$ cat src/rtl/keypad_pkg.sv
// Shared types, widths and key decoding for the 4x4 keypad scanner.
package keypad_pkg;

    localparam int unsigned KEY_W = 4;   // row / column / key code width
    localparam int unsigned IDX_W = 2;   // row and column index width
    localparam int unsigned CNT_W = 22;  // scan and debounce counter width

    typedef enum logic [1:0] {
        SCAN,
        DEBOUNCE,
        HELD,
        RELEASE
    } state_t;

    // Hex code printed on the key at (row, col).
    function automatic logic [KEY_W-1:0] keymap(input logic [IDX_W-1:0] row,
                                                input logic [IDX_W-1:0] col);
        logic [KEY_W-1:0] code;
        code = 4'h0;
        case ({row, col})
            4'h0: code = 4'h1;
            4'h1: code = 4'h2;
            4'h2: code = 4'h3;
            4'h3: code = 4'hA;
            4'h4: code = 4'h4;
            4'h5: code = 4'h5;
            4'h6: code = 4'h6;
            4'h7: code = 4'hB;
            4'h8: code = 4'h7;
            4'h9: code = 4'h8;
            4'hA: code = 4'h9;
            4'hB: code = 4'hC;
            4'hC: code = 4'hE;
            4'hD: code = 4'h0;
            4'hE: code = 4'hF;
            4'hF: code = 4'hD;
        endcase
        return code;
    endfunction

    // Index of the lowest active-low (zero) column.
    function automatic logic [IDX_W-1:0] lowest_low(input logic [KEY_W-1:0] c);
        logic [IDX_W-1:0] idx;
        idx = '0;
        for (int i = int'(KEY_W) - 1; i >= 0; i--) begin
            if (!c[i]) idx = IDX_W'(i);
        end
        return idx;
    endfunction

endpackage

$ cat src/rtl/keypad_scanner_sync2.sv
// Two-flop synchronizer for the asynchronous, pulled-up keypad columns.
module keypad_scanner_sync2
    import keypad_pkg::*;
(
    input  logic             clk,
    input  logic             reset,
    input  logic [KEY_W-1:0] d,
    output logic [KEY_W-1:0] q
);

    logic [KEY_W-1:0] meta;

    // Idle value is all-high so a reset never looks like a key press.
    always_ff @(posedge clk) begin
        if (!reset) begin
            meta <= 4'hF;
            q    <= 4'hF;
        end else begin
            meta <= d;
            q    <= meta;
        end
    end

endmodule

$ cat src/rtl/keypad_scanner.sv
// 4x4 keypad row scanner with press/release debounce and one pulse per press.
module keypad_scanner
    import keypad_pkg::*;
#(
    parameter logic [CNT_W-1:0] SCAN_DIVIDER     = 22'd50000,
    parameter logic [CNT_W-1:0] DEBOUNCE_DIVIDER = 22'd200000
) (
    input  logic             clk,
    input  logic             reset,
    input  logic [KEY_W-1:0] cols,
    output logic [KEY_W-1:0] rows,
    output logic [KEY_W-1:0] key_code,
    output logic             key_valid,
    output logic             key_held
);

    logic [KEY_W-1:0] colsync;

    state_t           state_q, state_d;
    logic [IDX_W-1:0] row_q, row_d;
    logic [IDX_W-1:0] col_q, col_d;
    logic [CNT_W-1:0] scan_cnt, scan_d;
    logic [CNT_W-1:0] deb_cnt, deb_d;
    logic [KEY_W-1:0] code_d;
    logic             valid_d;
    logic             held_d;
    logic             key_low;

    keypad_scanner_sync2 u_sync (
        .clk   (clk),
        .reset (reset),
        .d     (cols),
        .q     (colsync)
    );

    assign key_low = ~colsync[col_q];

    // Next-state and output decode for scan, debounce, hold and release.
    always_comb begin
        state_d = state_q;
        row_d   = row_q;
        col_d   = col_q;
        scan_d  = scan_cnt;
        deb_d   = deb_cnt;
        code_d  = key_code;
        valid_d = 1'b0;
        held_d  = key_held;
        case (state_q)
            SCAN: begin
                if (scan_cnt == SCAN_DIVIDER - 22'd1) begin
                    scan_d = '0;
                    if (colsync == 4'hF) begin
                        row_d = row_q + 2'd1;
                    end else begin
                        col_d   = lowest_low(colsync);
                        deb_d   = '0;
                        state_d = DEBOUNCE;
                    end
                end else begin
                    scan_d = scan_cnt + 22'd1;
                end
            end
            DEBOUNCE: begin
                if (!key_low) begin
                    row_d   = row_q + 2'd1;
                    scan_d  = '0;
                    state_d = SCAN;
                end else if (deb_cnt == DEBOUNCE_DIVIDER - 22'd1) begin
                    code_d  = keymap(row_q, col_q);
                    valid_d = 1'b1;
                    held_d  = 1'b1;
                    state_d = HELD;
                end else begin
                    deb_d = deb_cnt + 22'd1;
                end
            end
            HELD: begin
                if (!key_low) begin
                    deb_d   = '0;
                    state_d = RELEASE;
                end
            end
            RELEASE: begin
                if (key_low) begin
                    state_d = HELD;
                end else if (deb_cnt == DEBOUNCE_DIVIDER - 22'd1) begin
                    held_d  = 1'b0;
                    row_d   = row_q + 2'd1;
                    scan_d  = '0;
                    state_d = SCAN;
                end else begin
                    deb_d = deb_cnt + 22'd1;
                end
            end
            default: state_d = SCAN;
        endcase
    end

    // State, counters and registered outputs; rows track the next row index.
    always_ff @(posedge clk) begin
        if (!reset) begin
            state_q   <= SCAN;
            row_q     <= '0;
            col_q     <= '0;
            scan_cnt  <= '0;
            deb_cnt   <= '0;
            rows      <= 4'b1110;
            key_code  <= '0;
            key_valid <= 1'b0;
            key_held  <= 1'b0;
        end else begin
            state_q   <= state_d;
            row_q     <= row_d;
            col_q     <= col_d;
            scan_cnt  <= scan_d;
            deb_cnt   <= deb_d;
            rows      <= ~(KEY_W'(1) << row_d);
            key_code  <= code_d;
            key_valid <= valid_d;
            key_held  <= held_d;
        end
    end

endmodule

$ cat config.mk
export PLATFORM = sky130hd
export DESIGN_NAME = keypad_scanner
export DESIGN_NICKNAME = d
export VERILOG_FILES = /design/src/rtl/keypad_pkg.sv /design/src/rtl/keypad_scanner_sync2.sv /design/src/rtl/keypad_scanner.sv
export SDC_FILE = /design/constraint.sdc
export NUM_CORES = 1
export LEC_CHECK = 0
export ABC_CLOCK_PERIOD_IN_PS = 3700
export BUFFER_PORTS_ARGS = -buffer_cell sky130_fd_sc_hd__buf_2
export CAP_MARGIN = 25
export CORE_UTILIZATION = 46
export CTS_CLUSTER_DIAMETER = 40
export DETAILED_ROUTE_END_ITERATION = 7
export PLACE_DENSITY = 0.66
export SETUP_SLACK_MARGIN = 0.1
export SYNTH_ARGS = -nofsm -noshare
export SYNTH_HDL_FRONTEND = slang
export SYNTH_SLANG_ARGS = --single-unit
$ cat constraint.sdc
create_clock -name clk -period 3.7 [get_ports clk]
set_input_delay 0.185 -clock clk [delete_from_list [all_inputs] [get_ports clk]]
set_output_delay 0.185 -clock clk [all_outputs]
set_load 0.05 [all_outputs]
Word-level counts from Yosys, hierarchy flattened
Memory sizes are Yosys's and may differ from the RTL's. A register that Yosys moved wholly into a read port is not among the register bits.
Cells that the tools add are included.

operators by class
  equality and inequality tests = 16
  order comparisons = 1
  multiplexer cells = 37
  shifts and indexed selects = 1
  reduce and logical (&&, ||, !) cells = 11
  add/sub/neg operators = 3
  bitwise operators = 5

operators by type and width
  kind                                                   number
  2-to-1 mux 22 bit                                      9
  case mux 22 bit (4 select lines)                       1
  case mux 22 bit (3 select lines)                       1
  adder 22 x 1 -> 22 bit, second input constant          2
  2-to-1 mux 2 bit                                       16
  equality test 22 x 16 -> 1 bit, second input constant  1
  equality test 22 x 18 -> 1 bit, second input constant  1
  != test 2 bit, second input constant                   8
  AND reduction 5 bit                                    3
  case mux 2 bit (4 select lines)                        1
  2-to-1 mux 1 bit                                       6
  != test 3 bit, second input constant                   2
  case mux 2 bit (3 select lines)                        1
  AND reduction 3 bit                                    2
  equality test 2 bit, second input constant             2
  equality test 4 bit, second input constant             1
  inverter 1 bit                                         4
  inverter 4 bit                                         1
  AND reduction 4 bit                                    1
  << shifter 1 x 2 -> 4 bit, first input constant        1
  < comparator 2 x 3 -> 1 bit, second input constant     1
  nonzero test 3 bit                                     1
  OR reduction 3 bit                                     1
  adder 2 x 1 -> 2 bit, second input constant            1
  other kinds (6)                                        6

storage, ports and cells
  memory bits (read-only) = 64
  word-level logic and storage cells = 85
  bits of input ports = 6
  memories kept = 1
  register bits after elaboration = 64

memories
  name             depth  bits a word  read ports  clocked after memory_dff  write ports  RTL line          text
  (no name shown)  16     4            1           1                         0            keypad_pkg.sv:20  case ({row, col})

Depth between registers and ports, before layout
Gate-level depths: netlist (run 1).

  depth after elaboration = 6
  gate-level depth with buffers = 10

By module
A second synthesis (run 1) with hierarchy kept.

second synthesis, totals
  cell total of the unflattened synthesis = 429
  area total of the unflattened synthesis = 3594.7 sq um

modules (own cells, without submodules)
  module                area each (sq um)  times used  sequential area each (sq um)  cells each
  keypad_scanner        3384.5             1           1201.2                        413
  keypad_scanner_sync2  210.2              1           160.2                         16

Worst setup path before layout (run 1)
No wires, ideal clock.

  path kind = reg-to-reg
  from = register col_q[0]
  to = register deb_cnt[10]
  arrival = 2.217 ns
  path slack = 1.423 ns
  required time = 3.641 ns
  cell stages (with the launch flop) = 7
  path buffers = 1
  library setup time = 0.059 ns
  period minus slack after synthesis = 2.277 ns
  cell sequence = dfxtp_1 > mux4_2 > or2_4 > a31o_1 > buf_6 > or4_1 > nand2_1

between the ends
  cells in the longest elaborated chain, start to end = 4

RTL lines
  item                                        RTL line               text
  from (decl)                                 keypad_scanner.sv:21   logic [IDX_W-1:0] col_q, col_d;
  from (signal assigned)                      keypad_scanner.sv:114  col_q <= col_d;
  binary-select mux 1 bit (select 2 bit) (*)  keypad_scanner.sv:36   assign key_low = ~colsync[col_q];
  2-to-1 mux 1 bit (not written as such) (*)  keypad_scanner.sv:36
  != test 2 bit (no line)                     -
  AND reduction 5 bit (no line) (*)           -
  to (signal assigned)                        keypad_scanner.sv:106  deb_cnt <= '0;
  to (signal assigned)                        keypad_scanner.sv:116  deb_cnt <= deb_d;
  to (decl)                                   keypad_scanner.sv:23   logic [CNT_W-1:0] deb_cnt, deb_d;

Mark *: on every way between the ends. The rest lies on a longest branch, timed or not. The select of a mux whose other input is x is not followed.
A chain may end at the register's enable or synchronous reset.

Final worst setup path (run 1)
  from = register col_q[0]
  to = register deb_cnt[20]

The elaborated chain is that of the path after synthesis.

==> results of run 1 <==
[stage by stage]
stage                     cells  utilization  total power [W]
after floorplan             420            -          0.00118
after global placement      516        0.500          0.00126
after detailed placement    516        0.500          0.00126
after CTS                   532        0.530          0.00195
after global routing        532        0.530          0.00204
final                       532        0.530          0.00193
[cells in the final DEF, fill, tap and decap left out, types with 3 or more instances in the layout]
cell type,Yosys,routed
nand2_1,33,33
nor4b_1,5,5
clkbuf_8,0,10
buf_4,0,4
or4_1,4,4
o21a_1,3,3
nor2_1,34,34
mux2i_1,9,9
and2_1,5,5
or3_1,16,16
a21o_1,3,3
nor3_1,10,10
ha_1,11,11
and3_1,11,11
dfxtp_1,68,68
inv_1,12,12
nand3_1,13,13
nor4_1,16,16
or2_2,3,3
nand4_1,14,14
a21oi_1,30,30
nand4b_1,3,3
nand2b_1,10,10
and4_1,8,8
xnor2_1,17,17
buf_2,7,15
o21ai_0,23,23
[critical path: cells and delay by family (launching register included)]
family	cells	cell delay, ns
multiplexers	2	0.93
buffers and inverters	1	0.32
flip-flops	1	0.48
AND/OR/NAND/NOR	1	0.52
AO/OA/AOI/OAI	2	0.44
[final timing paths]
kind / slack, ns / from / cells after the start / endpoint
setup / recovery: 0.93 / col_q[0] / 6 / deb_cnt[20]
setup reg to reg: 0.93 / col_q[0] / 6 / deb_cnt[20]
hold reg to reg: 0.41 / u_sync.meta[1] / 1 / u_sync.q[1]
hold / removal: 0.01 / cols[3] / 2 / u_sync.meta[3]
[per-layer routing]
| layer | wire (µm) | share of wire | up-vias | global-route usage |
|---|---|---|---|---|
| li1 | - | - | 1554 | - |
| met1 | 3710 | 0.50 | 1408 | 0.255 |
| met2 | 3390 | 0.45 | 45 | 0.305 |
| met3 | 263 | 0.035 | 10 | 0.0567 |
| met4 | 91 | 0.012 | 0 | 0.0683 |
| met5 | 0 | 0 | - | 0 |
[area by class of cell]
cell class,count,share of cell area
Clock buffer,12,0.0372
Clock inverter,4,0.0186
Inverter,13,0.0125
Multi-Input combinational cell,317,0.524
Sequential cell,68,0.349
Tap cell,99,0.0317
Timing Repair Buffer,19,0.0269
[power groups by stage]
stage / combinational, W / clock, W / sequential, W
final: 0.000448 / 0.000681 / 0.000802
after CTS: 0.000449 / 0.000695 / 0.000801
after floorplan: 0.000344 / 0 / 0.000832
after detailed placement: 0.000446 / 0 / 0.000818
after global routing: 0.000498 / 0.000732 / 0.000807
after global placement: 0.000439 / 0 / 0.000817
[state kept, by name (all words and copies together) (netlist names), 2 cells and up, named ones only]
signal and flops:
row_q 2, rows 4, col_q 2, key_code 4
deb_cnt 22, u_sync.q 4, u_sync.meta 4, scan_cnt 22
[kinds of logic (layout without fill, tap and decap cells)]
kind of cell / Yosys count / count (layout) / share of synthesized area
multiplexers: 13 / 13 / 0.0445
adder cells (fa/ha/maj): 11 / 11 / 0.0388
AO/OA/AOI/OAI: 82 / 82 / 0.143
buffers and inverters: 35 / 48 / 0.0420
flip-flops: 68 / 68 / 0.384
AND/OR/NAND/NOR: 194 / 194 / 0.305
XOR/XNOR: 17 / 17 / 0.0420
==> metrics.md, run 1 <==
| Metric | Value |
|---|---|
| Number of port buffers | `15` |
| First-pass GRT wire length | `12900 µm` |
| Startpoint Class | `register` |
| Gpl congestion | `around 0.86` |
| Setup Buffers After CTS | `0` |
| Lkg Pwr | `around 1.4 nW` |
| Final net count | `445` |
| Max-cap viol count | `0` |
| Crit path max fanout | `29` |
| Vias per cell | `5.67` |
| Setup Skew | `0.00612 ns` |
| Syn_nets | `about 440` |
| # fillers | `703` |
| CTS buffer count | `9` |
| Final Setup Violations | `0` |
| Die Outline Area | `8060 µm²` |
| WHS | `0.0118 ns` |
| Total grt overflow | `0` |
| CTS Sinks | `68` |
| Async SR Flop Fraction | `0` |
| Final count of hold timing violations | `0` |
| Synth-to-layout area growth | `10.1%` |
| Slew HR | `0.529` |
| WP data required | `3.98 ns` |
| Switching share of total power | `0.329` |
| N_diodes | `0` |
| Fin crit share | `0.749` |
| Clock latency on the worst-skew pair | `0.35 ns` |
| Sequential area share after synthesis | `0.384` |
| Vias in the first global route | `2745` |
| DP Wirelength | `5140 µm` |
| RSZ-0062 raised after global routing | `false` |
| Mapped Cells | `420` |
| CP endpoint kind | `register` |
| Final ANT Viol Nets | `0` |
| Design area | `3900 µm²` |
| Peak VDD IR | `0.229 mV` |
| Setup TNS | `0 ns` |
| Worst setup margin | `slightly above 0.9 ns` |
| Antenna violations before repair | `0` |
| Switching power total | `between 0.0006 and 0.0007 W` |
| Synth top area cells | `dfxtp_1 38%, a21oi_1 4.2%, xnor2_1 4.2%` |
| Layout cells sized above 1 | `0.106` |
| CTS Hold Bufs | `0` |
| Die X | `89.8 µm` |
| Worst path arrival time | `3.05 ns` |
| Fin. max-slew vios | `0` |
| Post-synthesis instance area | `3540 µm²` |
| Synth area leader | `dfxtp_1` |
| Largest net degree at the start of global routing | `30` |
| Yosys top cell area share | `0.384` |
| GRT Total Usage | `0.195` |
| Outcome | `finished, final reports clean` |
| WS Path Type | `register to register` |
| DRT Wirelength | `7460 µm` |
| Syn. warnings | `0` |
| WL/cell | `14.0 µm` |
| Core area | `7370 µm²` |
| Clock tree buffer depth | `2` |
| Comb power frac | `0.232` |
| Power per standard cell area | `495 nW/µm²` |
| FMAX | `0.361 GHz` |
| Worst-Margin Slew | `0.706 ns` |
| FF+latch count, synth | `68` |
| Register area | `about 1400 µm²` |
| Io pins | `16` |
| Clock share of power | `0.353` |
| H-tree depth | `3` |
| Sequential Power Share | `0.415` |
| Post-synth EDFFs | `0` |
| Slowest cell on crit path | `mux4_2` |
| Pre-CTS setup slack | `0.959 ns` |
| DRC violations left | `0` |
| Clock slew at reported path FFs | `0.07 ns` |
| PostCTS Resize Cnt | `0` |
| Internal Pwr Total | `0.00130 W` |
| Multi-input gate area | `2050 µm²` |
| Synth cell types | `between 50 and 60` |
| Hold Crit Class | `input port to register` |
| Drt initial violations | `197` |
| CP max stage delay | `roughly 0.66 ns` |
| Top-count cell post-synth | `dfxtp_1` |
| CTS root buffer | `clkbuf_8` |
| CTS tree | `yes` |
| # rows | `31` |
| DRT Pass-1 Iters | `4` |
| Main flop type after synthesis | `dfxtp_1` |
| Final min period | `2.77 ns` |
| Post-DP Area | `3680 µm²` |
| Total number of vias | `3017` |
| Starting Density | `0.481` |
| Synth top cells by count | `68 x dfxtp_1, 34 x nor2_1, 33 x nand2_1` |
| Syn_area_per_cell | `8.44 µm²` |
| CP Cell Sequence | `mux4_2 > mux2i_1 > o2111ai_2 > buf_4 > or4_1 > a21oi_1` |
| Die Y | `approximately 90 µm` |
No activity file was read; power rests on OpenSTA's default activity.
==> inputs of run 2 (changes only) <==
- ABC_AREA: unset -> 1
- ABC_CLOCK_PERIOD_IN_PS: 3700 -> 2600
- clock period: 3.7 -> 2.6 ns (I/O delays scaled with it)
==> metrics.md, run 2 <==
| Metric | Value |
|---|---|
| Internal Pwr Total | `0.00153 W` |
| Peak VDD IR | `0.254 mV` |
| CTS root buffer | `clkbuf_8` |
| Fin. max-slew vios | `0` |
| Switching power total | `just over 0.0005 W` |
| WP data required | `2.79 ns` |
| Sequential area share after synthesis | `0.301` |
| Final min period | `approximately 2.1 ns` |
| Syn_nets | `713` |
| Core area | `9370 µm²` |
| Vias per cell | `5.07` |
| Die X | `101 µm` |
| RSZ-0062 raised after global routing | `false` |
| FMAX | `~0.48 GHz` |
| Io pins | `16` |
| Fin crit share | `0.803` |
| Yosys top cell area share | `0.301` |
| Die Y | `101 µm` |
| CP endpoint kind | `register` |
| Synth cell types | `40` |
| Top-count cell post-synth | `nand2_1` |
| Placed insts | `a little over 800` |
| Total number of vias | `4285` |
| Synth top cells by count | `198 x nand2_1, 120 x nor2_1, 68 x dfxtp_1` |
| Drt initial violations | `roughly 260` |
| Number of port buffers | `15` |
| Final count of hold timing violations | `0` |
| Syn. warnings | `0` |
| Layout cells sized above 1 | `0.168` |
| Comb power frac | `0.032` |
| N_diodes | `0` |
| # rows | `35` |
| CTS Sinks | `68` |
| Clock slew at reported path FFs | `0.08 ns` |
| Final ANT Viol Nets | `0` |
| Antenna violations before repair | `0` |
| Worst-Margin Slew | `0.648 ns` |
| Most frequent cells in the layout | `198 x nand2_1, 120 x nor2_1, 68 x dfxtp_1` |
| Syn_area_per_cell | `between 6 and 7 µm²` |
| DRT Pass-1 Iters | `5` |
| PostCTS Resize Cnt | `0` |
| Worst path arrival time | `approximately 2.3 ns` |
| Power per standard cell area | `slightly above 400 nW/µm²` |
| Slew HR | `0.568` |
| First-pass GRT wire length | `18000 µm` |
| Switching share of total power | `0.249` |
| Post-synthesis instance area | `4520 µm²` |
| Setup Skew | `0.0166 ns` |
| DRT Wirelength | `10500 µm` |
| Synth-to-layout area growth | `8.46%` |
| Hold Crit Class | `input port to register` |
| DP Wirelength | `approximately 7700 µm` |
| Clock tree buffer depth | `2` |
| CTS buffer count | `9` |
| Main flop type after synthesis | `dfxtp_1` |
| CP Cell Sequence | `ha_1 > nand3_2 > nor2_1 > nand3_1 > a21boi_2 > nand2_2 > buf_4 > nand2_1 > a21oi_1` |
| Mapped Cells | `696` |
| Crit path max fanout | `15` |
| Gpl congestion | `0.928` |
| Setup TNS | `0 ns` |
| Outcome | `finished, final reports clean` |
| Vias in the first global route | `3909` |
| Sequential Power Share | `0.519` |
| H-tree depth | `3` |
| Synth top area cells | `dfxtp_1 30%, nand2_1 16%, nor2_1 10%` |
| Lkg Pwr | `1.79 nW` |
| Die Outline Area | `between 10000 and 15000 µm²` |
| CTS tree | `yes` |
| Non-filler cells, final | `845` |
| Biggest regs | `deb_cnt x22, scan_cnt x22` |
| WL/cell | `between 10 and 15 µm` |
| Slowest cell on crit path | `dfxtp_1` |
| Commonest non-fill, non-tap cell in the layout | `nand2_1` |
| FF+latch count, synth | `68` |
| Max-cap viol count | `0` |
| Clock latency on the worst-skew pair | `0.34 ns` |
| GRT Total Usage | `0.220` |
| Synth area leader | `dfxtp_1` |
| Final net count | `~730` |
| CP max stage delay | `0.45 ns` |
| Startpoint Class | `register` |
| Post-synth EDFFs | `0` |
| Starting Density | `0.483` |
| Total grt overflow | `0` |
| Clock share of power | `0.449` |
| DRC violations left | `0` |
| Async SR Flop Fraction | `0` |
| Final Setup Violations | `0` |
| WS Path Type | `register to register` |
| Largest net degree at the start of global routing | `33` |
run 2: changes by cell type after synthesis, sizes merged, moves of 14 or more:
cell and delta:
or3 -16, nor4 -16, nand3 +37, a21oi +15, nand2 +188, nor2 +95
o21ai -14, inv +49, xor2 +17
run 2: final cells by class:
type                       instances  area, µm²
multi-input combinational        546       2790
clock inverter                     7       81.3
sequential                        68       1360
fill                             971       4460
timing repair buffer              25        160
clock buffer                       9        124
tap                              129        161
inverter                          61        229
run 2: logic make-up (layout without fill, tap and decap cells):
| logic type | after synthesis | after routing | synth area share |
|---|---|---|---|
| and+or+nand+nor | 448 | 448 | 0.447 |
| DFF | 68 | 68 | 0.301 |
| xor gates and xnor gates | 22 | 22 | 0.0426 |
| AOI/OAI and AO/OA | 65 | 65 | 0.0968 |
| adders and majority gates | 11 | 11 | 0.0304 |
| buffers and inverters | 82 | 102 | 0.0824 |
run 2: what timing repair did:
item,in CTS,in global routing
hold buffers,4,0
hold endpoints to repair,4,0
buffers inserted,0,0
setup endpoints to repair,0,0
run 2: worst paths after layout:
path         slack (ns)  cells past startpoint          end      startpoint
max                0.51                      9  scan_cnt[7]      deb_cnt[0]
min                0.11                      2      rows[2]           reset
max reg2reg        0.51                      9  scan_cnt[7]      deb_cnt[0]
min reg2reg        0.41                      1  u_sync.q[1]  u_sync.meta[1]
run 2: per-layer routing:
metal,share of wire,global-route usage,up-vias
met5,0,0,-
met4,0.011,0.0602,0
met3,0.049,0.0352,9
met2,0.46,0.368,119
met1,0.48,0.293,1926
li1,-,-,2231
run 2: power by group through the flow:
stage | Combinational (W) | Clock [W] | Sequential, W
final | 0.0000653 | 0.000915 | 0.00106
after global routing | 0.0000728 | 0.000993 | 0.00106
after CTS | 0.0000657 | 0.000939 | 0.00106
after detailed placement | 0.0000607 | 0 | 0.00108
after global placement | 0.0000596 | 0 | 0.00108
after floorplan | 0.0000455 | 0 | 0.00108
run 2: stage by stage:
step | total power [W] | cell area (µm²) | utilization | hold slack [ns] | worst slack [ns]
after floorplan | 0.00113 | 4520 | - | 0.237 | 0.870
after global placement | 0.00114 | 4660 | 0.497 | 0.317 | 0.622
after detailed placement | 0.00114 | 4660 | 0.497 | 0.320 | 0.537
after CTS | 0.00206 | 4910 | 0.524 | 0.0857 | 0.515
after global routing | 0.00213 | 4910 | 0.524 | 0.0919 | 0.293
final | 0.00204 | 4910 | 0.524 | 0.106 | 0.511
run 2: worst max-delay path, delay by kind of cell (launching register included):
family | cells | cell delay (ns)
compound gates | 2 | 0.29
fa+ha+maj | 1 | 0.27
buf+inv | 1 | 0.24
flops | 1 | 0.45
simple gates | 5 | 0.69
